[src/rtl/keypad_scanner.sv]
// keypad_scanner: 4x4 active-low matrix keypad scanner.
// Drives one-hot active-low row selects on a divided tick and samples the
// column returns. Whole-matrix scans are debounced before a press or release
// is accepted. Accepted presses are delivered through a valid/ack register.
module keypad_scanner #(
  parameter logic [15:0] CLK_DIV        = 16'd49999,
  parameter logic [7:0]  DEBOUNCE_SCANS = 8'd20
) (
  input  logic       clk,
  input  logic       rst,
  input  logic [3:0] col_in,
  input  logic       key_ack,
  output logic [3:0] row_out,
  output logic [3:0] key_code,
  output logic       key_valid,
  output logic       key_down,
  output logic       overrun
);

  typedef enum logic [1:0] {
    CAND_NONE   = 2'd0,
    CAND_SINGLE = 2'd1,
    CAND_MULTI  = 2'd2
  } cand_e;

  typedef enum logic {
    S_IDLE    = 1'b0,
    S_PRESSED = 1'b1
  } state_e;

  // Tick generation and row sequencing
  logic [15:0] tick_cnt_q, tick_cnt_d;
  logic [1:0]  row_idx_q, row_idx_d;
  logic [3:0]  row_out_q, row_out_d;
  logic        tick;
  logic        scan_end;

  // Per-scan accumulation: hit count saturates at 2 (only 0/1/many matter)
  logic [1:0]  hits_q, hits_d;
  logic [3:0]  hit_code_q, hit_code_d;
  logic [2:0]  row_hits;
  logic [1:0]  row_col;
  logic        row_found;
  logic [2:0]  total_hits;
  logic [3:0]  scan_code;

  // Classified candidate for the scan that ends on this tick
  cand_e       cand_cls;
  logic [3:0]  cand_code;

  // Debounce state
  cand_e       prev_cls_q, prev_cls_d;
  logic [3:0]  prev_code_q, prev_code_d;
  logic [7:0]  stab_cnt_q, stab_cnt_d;
  logic        stable_evt;

  // Key state machine
  state_e      state_q, state_d;
  logic        press;

  // Output holding register
  logic [3:0]  key_code_q, key_code_d;
  logic        key_valid_q, key_valid_d;
  logic        overrun_q, overrun_d;

  assign tick     = (tick_cnt_q == CLK_DIV);
  assign scan_end = tick && (row_idx_q == 2'd3);

  // Next tick counter value, row index and registered row select
  always_comb begin
    tick_cnt_d = tick_cnt_q + 16'd1;
    row_idx_d  = row_idx_q;
    if (tick) begin
      tick_cnt_d = '0;
      row_idx_d  = row_idx_q + 2'd1;
    end
    row_out_d = 4'b1111 ^ (4'b0001 << row_idx_d);
  end

  // Count active columns in the currently selected row; lowest column wins
  always_comb begin
    row_hits  = '0;
    row_col   = '0;
    row_found = 1'b0;
    for (int unsigned i = 0; i < 4; i++) begin
      if (!col_in[i]) begin
        row_hits = row_hits + 3'd1;
        if (!row_found) begin
          row_col   = 2'(i);
          row_found = 1'b1;
        end
      end
    end
  end

  // Fold this row into the scan totals and classify at the end of the scan
  always_comb begin
    total_hits = {1'b0, hits_q} + row_hits;
    scan_code  = (hits_q != 2'd0) ? hit_code_q : {row_idx_q, row_col};

    hits_d     = hits_q;
    hit_code_d = hit_code_q;
    if (scan_end) begin
      hits_d     = '0;
      hit_code_d = '0;
    end else if (tick) begin
      hits_d = (total_hits >= 3'd2) ? 2'd2 : total_hits[1:0];
      if (hits_q == 2'd0 && row_found) begin
        hit_code_d = {row_idx_q, row_col};
      end
    end

    // Code is forced to zero for NONE/MULTI so candidate compare is class-exact
    cand_cls  = CAND_NONE;
    cand_code = '0;
    if (total_hits == 3'd1) begin
      cand_cls  = CAND_SINGLE;
      cand_code = scan_code;
    end else if (total_hits >= 3'd2) begin
      cand_cls = CAND_MULTI;
    end
  end

  // Scan timing and accumulation registers
  always_ff @(posedge clk) begin
    if (rst) begin
      tick_cnt_q <= '0;
      row_idx_q  <= '0;
      row_out_q  <= 4'b1110;
      hits_q     <= '0;
      hit_code_q <= '0;
    end else begin
      tick_cnt_q <= tick_cnt_d;
      row_idx_q  <= row_idx_d;
      row_out_q  <= row_out_d;
      hits_q     <= hits_d;
      hit_code_q <= hit_code_d;
    end
  end

  // Debounce: count consecutive identical scans, fire once on reaching the limit
  always_comb begin
    prev_cls_d  = prev_cls_q;
    prev_code_d = prev_code_q;
    stab_cnt_d  = stab_cnt_q;
    stable_evt  = 1'b0;
    if (scan_end) begin
      if (cand_cls == prev_cls_q && cand_code == prev_code_q) begin
        if (stab_cnt_q != DEBOUNCE_SCANS) begin
          stab_cnt_d = stab_cnt_q + 8'd1;
        end
        if (stab_cnt_q == DEBOUNCE_SCANS - 8'd1) begin
          stable_evt = 1'b1;
        end
      end else begin
        stab_cnt_d  = 8'd1;
        prev_cls_d  = cand_cls;
        prev_code_d = cand_code;
      end
    end
  end

  // Debounce registers; counter starts saturated so no event fires after reset
  always_ff @(posedge clk) begin
    if (rst) begin
      prev_cls_q  <= CAND_NONE;
      prev_code_q <= '0;
      stab_cnt_q  <= DEBOUNCE_SCANS;
    end else begin
      prev_cls_q  <= prev_cls_d;
      prev_code_q <= prev_code_d;
      stab_cnt_q  <= stab_cnt_d;
    end
  end

  // Press/release state machine: new key accepted only after a stable release
  always_comb begin
    state_d = state_q;
    press   = 1'b0;
    case (state_q)
      S_IDLE: begin
        if (stable_evt && cand_cls == CAND_SINGLE) begin
          state_d = S_PRESSED;
          press   = 1'b1;
        end
      end
      S_PRESSED: begin
        if (stable_evt && cand_cls == CAND_NONE) begin
          state_d = S_IDLE;
        end
      end
      default: state_d = S_IDLE;
    endcase
  end

  // State register
  always_ff @(posedge clk) begin
    if (rst) begin
      state_q <= S_IDLE;
    end else begin
      state_q <= state_d;
    end
  end

  // Holding register: press loads unless an unacked code is held, ack clears
  always_comb begin
    key_code_d  = key_code_q;
    key_valid_d = key_valid_q;
    overrun_d   = overrun_q;
    if (press) begin
      if (!key_valid_q || key_ack) begin
        key_code_d  = cand_code;
        key_valid_d = 1'b1;
      end else begin
        overrun_d = 1'b1;
      end
    end else if (key_ack && key_valid_q) begin
      key_valid_d = 1'b0;
      overrun_d   = 1'b0;
    end
  end

  // Output registers
  always_ff @(posedge clk) begin
    if (rst) begin
      key_code_q  <= '0;
      key_valid_q <= 1'b0;
      overrun_q   <= 1'b0;
    end else begin
      key_code_q  <= key_code_d;
      key_valid_q <= key_valid_d;
      overrun_q   <= overrun_d;
    end
  end

  assign row_out   = row_out_q;
  assign key_code  = key_code_q;
  assign key_valid = key_valid_q;
  assign key_down  = (state_q == S_PRESSED);
  assign overrun   = overrun_q;

endmodule
[config.mk]
export PLATFORM = sky130hd
export DESIGN_NAME = keypad_scanner
export DESIGN_NICKNAME = d
export VERILOG_FILES = /design/src/rtl/keypad_scanner.sv
export SDC_FILE = /design/constraint.sdc
export NUM_CORES = 1
export LEC_CHECK = 0
export ABC_CLOCK_PERIOD_IN_PS = 8600
export CORE_ASPECT_RATIO = 1.5
export CORE_MARGIN = 5
export CORE_UTILIZATION = 36
export DETAILED_ROUTE_END_ITERATION = 6
export PLACE_DENSITY = 0.49
export SYNTH_ARGS = -nofsm -noshare
export SYNTH_HDL_FRONTEND = slang
export SYNTH_SLANG_ARGS = --single-unit
export TNS_END_PERCENT = 50
[constraint.sdc]
create_clock -name clk -period 8.6 [get_ports clk]
set_input_delay 0.86 -clock clk [delete_from_list [all_inputs] [get_ports clk]]
set_output_delay 0.86 -clock clk [all_outputs]
set_load 0.01 [all_outputs]
== Yosys cells after proc, flatten, opt, wreduce, memory -nomap -nowiden ==
Cells that the tools add are included.
Storage, ports and cells
  bits in registers: 49
  latch bits: 0
  memory bits (writable): 0
  memory bits (read-only): 0
  input port bits: 7
  word-level logic and storage cells: 89
  memories: 0
Cells by class
  add/subtract/negate cells: 7
  $mul: 0
  div/mod/pow operators: 0
  $lt $le $gt $ge: 1
  eq/ne operators: 11
  shift-type cells: 1
  multiplexer cells: 34
  bitwise gates (word level): 3
  reductions and logical operators: 20
Operators with widths (count)
  1-bit 2-to-1 mux: 18
  16-bit by 1-bit adder with 16-bit output (second input constant): 1
  16-bit == test (second input constant): 1
  2-bit 2-to-1 mux: 8
  8-bit 2-to-1 mux: 2
  2-bit AND reduction: 6
  3-bit by 1-bit adder with 3-bit output (second input constant): 3
  3-bit 2-to-1 mux: 3
  8-bit by 1-bit adder with 8-bit output (second input constant): 1
  8-bit by 5-bit == test with 1-bit output (second input constant): 1
  4-bit 2-to-1 mux: 2
  8-bit by 5-bit inequality test with 1-bit output (second input constant): 1
  1-bit logical AND: 6
  4-bit == test: 1
  2-bit zero test: 2
  2-bit by 1-bit inequality test with 1-bit output (second input constant): 2
  4-bit inverter: 1
  2-bit nonzero test: 2
  2-bit OR reduction: 2
  1-bit by 2-bit << shifter with 4-bit output (first input constant): 1
  2-bit by 3-bit adder with 3-bit output: 1
  3-bit by 1-bit == test with 1-bit output (second input constant): 1
  3-bit by 2-bit >= comparator with 1-bit output (second input constant): 1
  2-bit by 1-bit adder with 2-bit output (second input constant): 1
  other kinds (8): 9

== Depth between registers and ports, before layout ==
  depth after elaboration: 20
  gate-level depth with buffers: 13
  mapped depth without buffers: 13

== Worst setup path after synthesis ==
No wires, ideal clock.
  kind: input -> register
  start: in col_in[0]
  end: reg prev_cls_q[0]
  arrival time: 3845 ps
  slack: 4634 ps
  stages: 12
  buffers on the path: 1
  cell sequence: inv_1 -> ha_1 -> xnor2_1 -> ha_1 -> mux2i_1 -> fa_1 -> xnor3_1 -> or4_1 -> and4_4 -> buf_6 -> a31oi_4 -> mux2_4
Between the ends
  word-level cells in the longest chain between the ends: 15
  elaborated cells on any way between the ends: 28
RTL lines
  start: declaration: line 11  | input logic [3:0] col_in,
  1-bit 2-to-1 mux: line 86  | if (!col_in[i]) begin
  3-bit by 1-bit adder with 3-bit output: line 87  | row_hits = row_hits + 3'd1;
  3-bit 2-to-1 mux: line 86
  3-bit by 1-bit adder with 3-bit output: line 87
  3-bit 2-to-1 mux: line 86
  3-bit by 1-bit adder with 3-bit output: line 87
  3-bit 2-to-1 mux: line 86
  2-bit by 3-bit adder with 3-bit output: line 98  | total_hits = {1'b0, hits_q} + row_hits;
  3-bit by 2-bit >= comparator with 1-bit output: line 119  | end else if (total_hits >= 3'd2) begin
  2-bit 2-to-1 mux: line 119
  2-bit 2-to-1 mux: line 116  | if (total_hits == 3'd1) begin
  2-bit == test: line 148  | if (cand_cls == prev_cls_q && cand_code == prev_code_q) begin
  1-bit logical AND: line 148
  1-bit inverter (no source line)
  2-bit AND reduction (no source line)
  end signal: assignment: line 170  | prev_cls_q <= prev_cls_d;
  end: declaration: line 52  | cand_e prev_cls_q, prev_cls_d;
Several ways; a longest one is shown, not always the timed one.
A chain may end at the register's enable or synchronous reset.

== Final worst setup path ==
  start: in col_in[0]
  end: reg stab_cnt_q[6]
Between the ends
  word-level cells in the longest chain between the ends: 15
  elaborated cells on any way between the ends: 29
RTL lines
  1-bit 2-to-1 mux: line 86
  3-bit by 1-bit adder with 3-bit output: line 87
  3-bit 2-to-1 mux: line 86
  3-bit by 1-bit adder with 3-bit output: line 87
  3-bit 2-to-1 mux: line 86
  3-bit by 1-bit adder with 3-bit output: line 87
  3-bit 2-to-1 mux: line 86
  2-bit by 3-bit adder with 3-bit output: line 98
  3-bit by 2-bit >= comparator with 1-bit output: line 119
  2-bit 2-to-1 mux: line 119
  2-bit 2-to-1 mux: line 116
  2-bit == test: line 148
  1-bit logical AND (*): line 148
  2-bit by 1-bit inequality test with 1-bit output (no source line)
  2-bit AND reduction (no source line)
  end signal: assignment: line 172  | stab_cnt_q <= stab_cnt_d;
  end: declaration: line 54  | logic [7:0] stab_cnt_q, stab_cnt_d;
Mark *: on every way between the ends. The rest lies on a longest branch, timed or not.

==> run metrics <==
gr ovfl total 0; Resized Gates After CTS 0; most frequent cells in the layout dfxtp_1 (49), nand2_1 (38), nor2_1 (30); hold path depth 1; gp weighted congestion around 0.78; Critical Path Start Type input port; cts bufs inserted 5; P_sw roughly 0.10 mW; H-tree levels 2; Seq cells post-synth 49; CP arrival 4.62 ns; Worst-Margin Slew 0.523 ns; global router's overall resource usage around 15%; hold crit path type reg -> reg; dominant synthesized flop cell dfxtp_1; area of the multi-input gates 1620 um2; pre-CTS setup slack 3.86 ns; CTS tree yes; Sink Count 49; worst hold endpoint tick_cnt_q[0]; vias in the first global route 2156; clk_lat worst skew 0.31 ns; hold buffers post-CTS 0; post-DP HPWL around 4.8 mm; core area 7320 um2; Worst Path Required 8.83 ns; share of flip-flops with an asynchronous set or reset 0%; Worst R2R Start hits_q[0]; crit path kind in -> reg; synthesis-to-layout area growth 11.8%; Ys Warns 0; max_slew headroom 65.1%; Horiz. Die Dim 80.9 um; post-synthesis sequential area ratio ~36%; max cap viols 0; DR vias/cell 5.26; reg2reg setup slack 5.58 ns; share of cells above drive strength 1 under 10%; Final setup viols 0; drt wl/cell 15.0 um; Slowest cell on crit path or4_1; FILL cells 789; R2R Path End stab_cnt_q[6]; max incr delay on CP around 0.57 ns; power per cell area ~140 nW/um2; starting DRC count in detailed routing between 100 and 150; crit path cell chain clkdlybuf4s50_1 > inv_1 > ha_1 > xnor2_1 > ha_1 > mux2i_1 > fa_1 > xnor3_1 > o31ai_1 > nand4_1 > or4_1 > a31oi_1; Crit path depth 12; Sw Ratio between 20% and 30%; wirelength, routed 6.31 mm; most frequent CP cell ha_1; I/O Pins 18; antenna-violating nets left 0; CTS root buf clkbuf_8; Fin. Hold Viols 0; Flop pwr share 55.4%; Initial Util between 30% and 40%; fin nets 338; Internal 0.308 mW; largest net degree at the start of global routing 24; initial antenna violation count 0; Worst-path clk slew roughly 0.090 ns; Synth cell types 56; Storage cell area 981 um2; Setup Fix Bufs, Post-CTS 0; mapped cell area 2720 um2; RSZ-0062 raised after global routing false; die area approximately 9400 um2; port bufs 17; first-pass GRT wire length 10.5 mm; Residual DRC 0; outcome finished, final reports clean; Critical Path Sink Type register; crit share post-route 51.1%; Reg2Reg Depth 8; clk_skew 0.00696 ns; Slew Limit Fails 0; net count after synthesis 323; CTS max path bufs 2; crit path time final 4.40 ns; Leakage 1.07 nW; Die Height 116 um; fin worst setup slack about 4.2 ns; diode count 0; Initial DRT Pass Iterations 4; Rows 38; most common cell after layout, fill and taps aside dfxtp_1; CP Buf/Inv Count 2; Final TNS setup 0 ns; vias 2208; Avg Inst Size Synth around 8.9 um2; VDD IR max 105 uV; Gate power share 10.9%; min-delay src tick_cnt_q[0]; CP delay by family, top adder cells; Post-synth EDFFs 0; fmax 227 MHz; CP Max Fanout 6; clock network power share about a third; Synth Instances 305
power by group through the flow:
| stage | sequential, mW | clock [mW] | combinational [mW] |
|---|---|---|---|
| floorplan | 0.234 | 0 | 0.0330 |
| global placement | 0.234 | 0 | 0.0454 |
| finish | 0.229 | 0.139 | 0.0450 |
| global route | 0.229 | 0.157 | 0.0502 |
| detailed placement | 0.234 | 0 | 0.0457 |
| CTS | 0.229 | 0.146 | 0.0459 |
registers in the layout (all words and copies together) (netlist names):
signal,cells
tick_cnt_q,16
prev_cls_q,2
overrun,1
prev_code_q,4
hit_code_q,4
row_out,4
row_idx_q,2
key_code,4
key_valid,1
stab_cnt_q,8
key_down,1
hits_q,2
logic make-up after synthesis:
| logic type | share of synthesized area (%) |
|---|---|
| and+or+nand+nor | 30.9 |
| muxes | 6.54 |
| buffers and inverters | 4.06 |
| AOI/OAI and AO/OA | 8.48 |
| DFF | 36.1 |
| adders and majority gates | 5.35 |
| xor gates and xnor gates | 8.53 |
Yosys cell counts (2+ instances only):
| cell | n | area share [%] |
|---|---|---|
| a211oi_1 | 2 | 0.55 |
| a21oi_1 | 11 | 2.0 |
| a31oi_1 | 4 | 0.92 |
| a31oi_4 | 2 | 1.6 |
| and2_1 | 2 | 0.46 |
| and3_1 | 7 | 1.6 |
| buf_2 | 2 | 0.37 |
| buf_6 | 3 | 1.2 |
| clkbuf_1 | 4 | 0.55 |
| dfxtp_1 | 49 | 36 |
| ha_1 | 10 | 4.6 |
| inv_1 | 11 | 1.5 |
| mux2i_1 | 14 | 5.2 |
| nand2_1 | 38 | 5.3 |
| nand3_1 | 16 | 2.9 |
| nand4_1 | 10 | 2.3 |
| nor2_1 | 30 | 4.1 |
| nor2b_1 | 3 | 0.69 |
| nor3_1 | 13 | 2.4 |
| nor4_1 | 4 | 0.92 |
| o21a_1 | 2 | 0.55 |
| o21ai_0 | 3 | 0.55 |
| o31ai_1 | 2 | 0.55 |
| or3_1 | 5 | 1.2 |
| or4_1 | 6 | 1.7 |
| or4b_1 | 3 | 1.1 |
| xnor2_1 | 12 | 3.9 |
| xor2_1 | 9 | 2.9 |
worst reg2reg max path: stages (launching register included):
cell and delay, ns:
dfxtp_1 0.45, ha_1 0.18, inv_1 0.04, fa_1 0.37, xnor3_1 0.45, o31ai_1 0.36, nand4_1 0.29, or4_1 0.57
a31oi_1 0.22
final cells by class:
cell class	instances	share of cell area, %
repair buffers	18	5.85
inverters	11	1.36
well taps	100	4.12
flip-flops and latches	49	32.3
clock buffers	7	2.84
multi-input cells	235	53.5
through the flow:
step / hold slack, ns / instance area, um2 / total power, mW / util [%] / std cells
3_5_place_dp: 0.435 / 2950 / 0.280 / 40.3 / 413
6_report: 0.451 / 3040 / 0.413 / 41.5 / 420
5_1_grt: 0.473 / 3040 / 0.436 / 41.5 / 420
3_3_place_gp: 0.432 / 2950 / 0.280 / 40.3 / 413
4_1_cts: 0.458 / 3040 / 0.421 / 41.5 / 420
2_1_floorplan: 0.413 / 2720 / 0.267 / - / 305
metal layers:
layer | track usage [%] | up-vias | part of all wire [%]
met5 | 0 | - | 0
met1 | 15.5 | 1041 | 41
met4 | 6.09 | 0 | 2.5
met2 | 26.9 | 30 | 54
met3 | 3.24 | 13 | 2.5
li1 | - | 1124 | -
worst max-delay path by stage:
stage | from | end
after floorplan | col_in[0] | prev_cls_q[0]
after global placement | col_in[0] | prev_cls_q[0]
after detailed placement | col_in[0] | prev_cls_q[0]
after CTS | col_in[0] | prev_cls_q[0]
after global routing | col_in[0] | stab_cnt_q[6]
final | col_in[0] | stab_cnt_q[6]
Power figures use the tool's default switching activity.
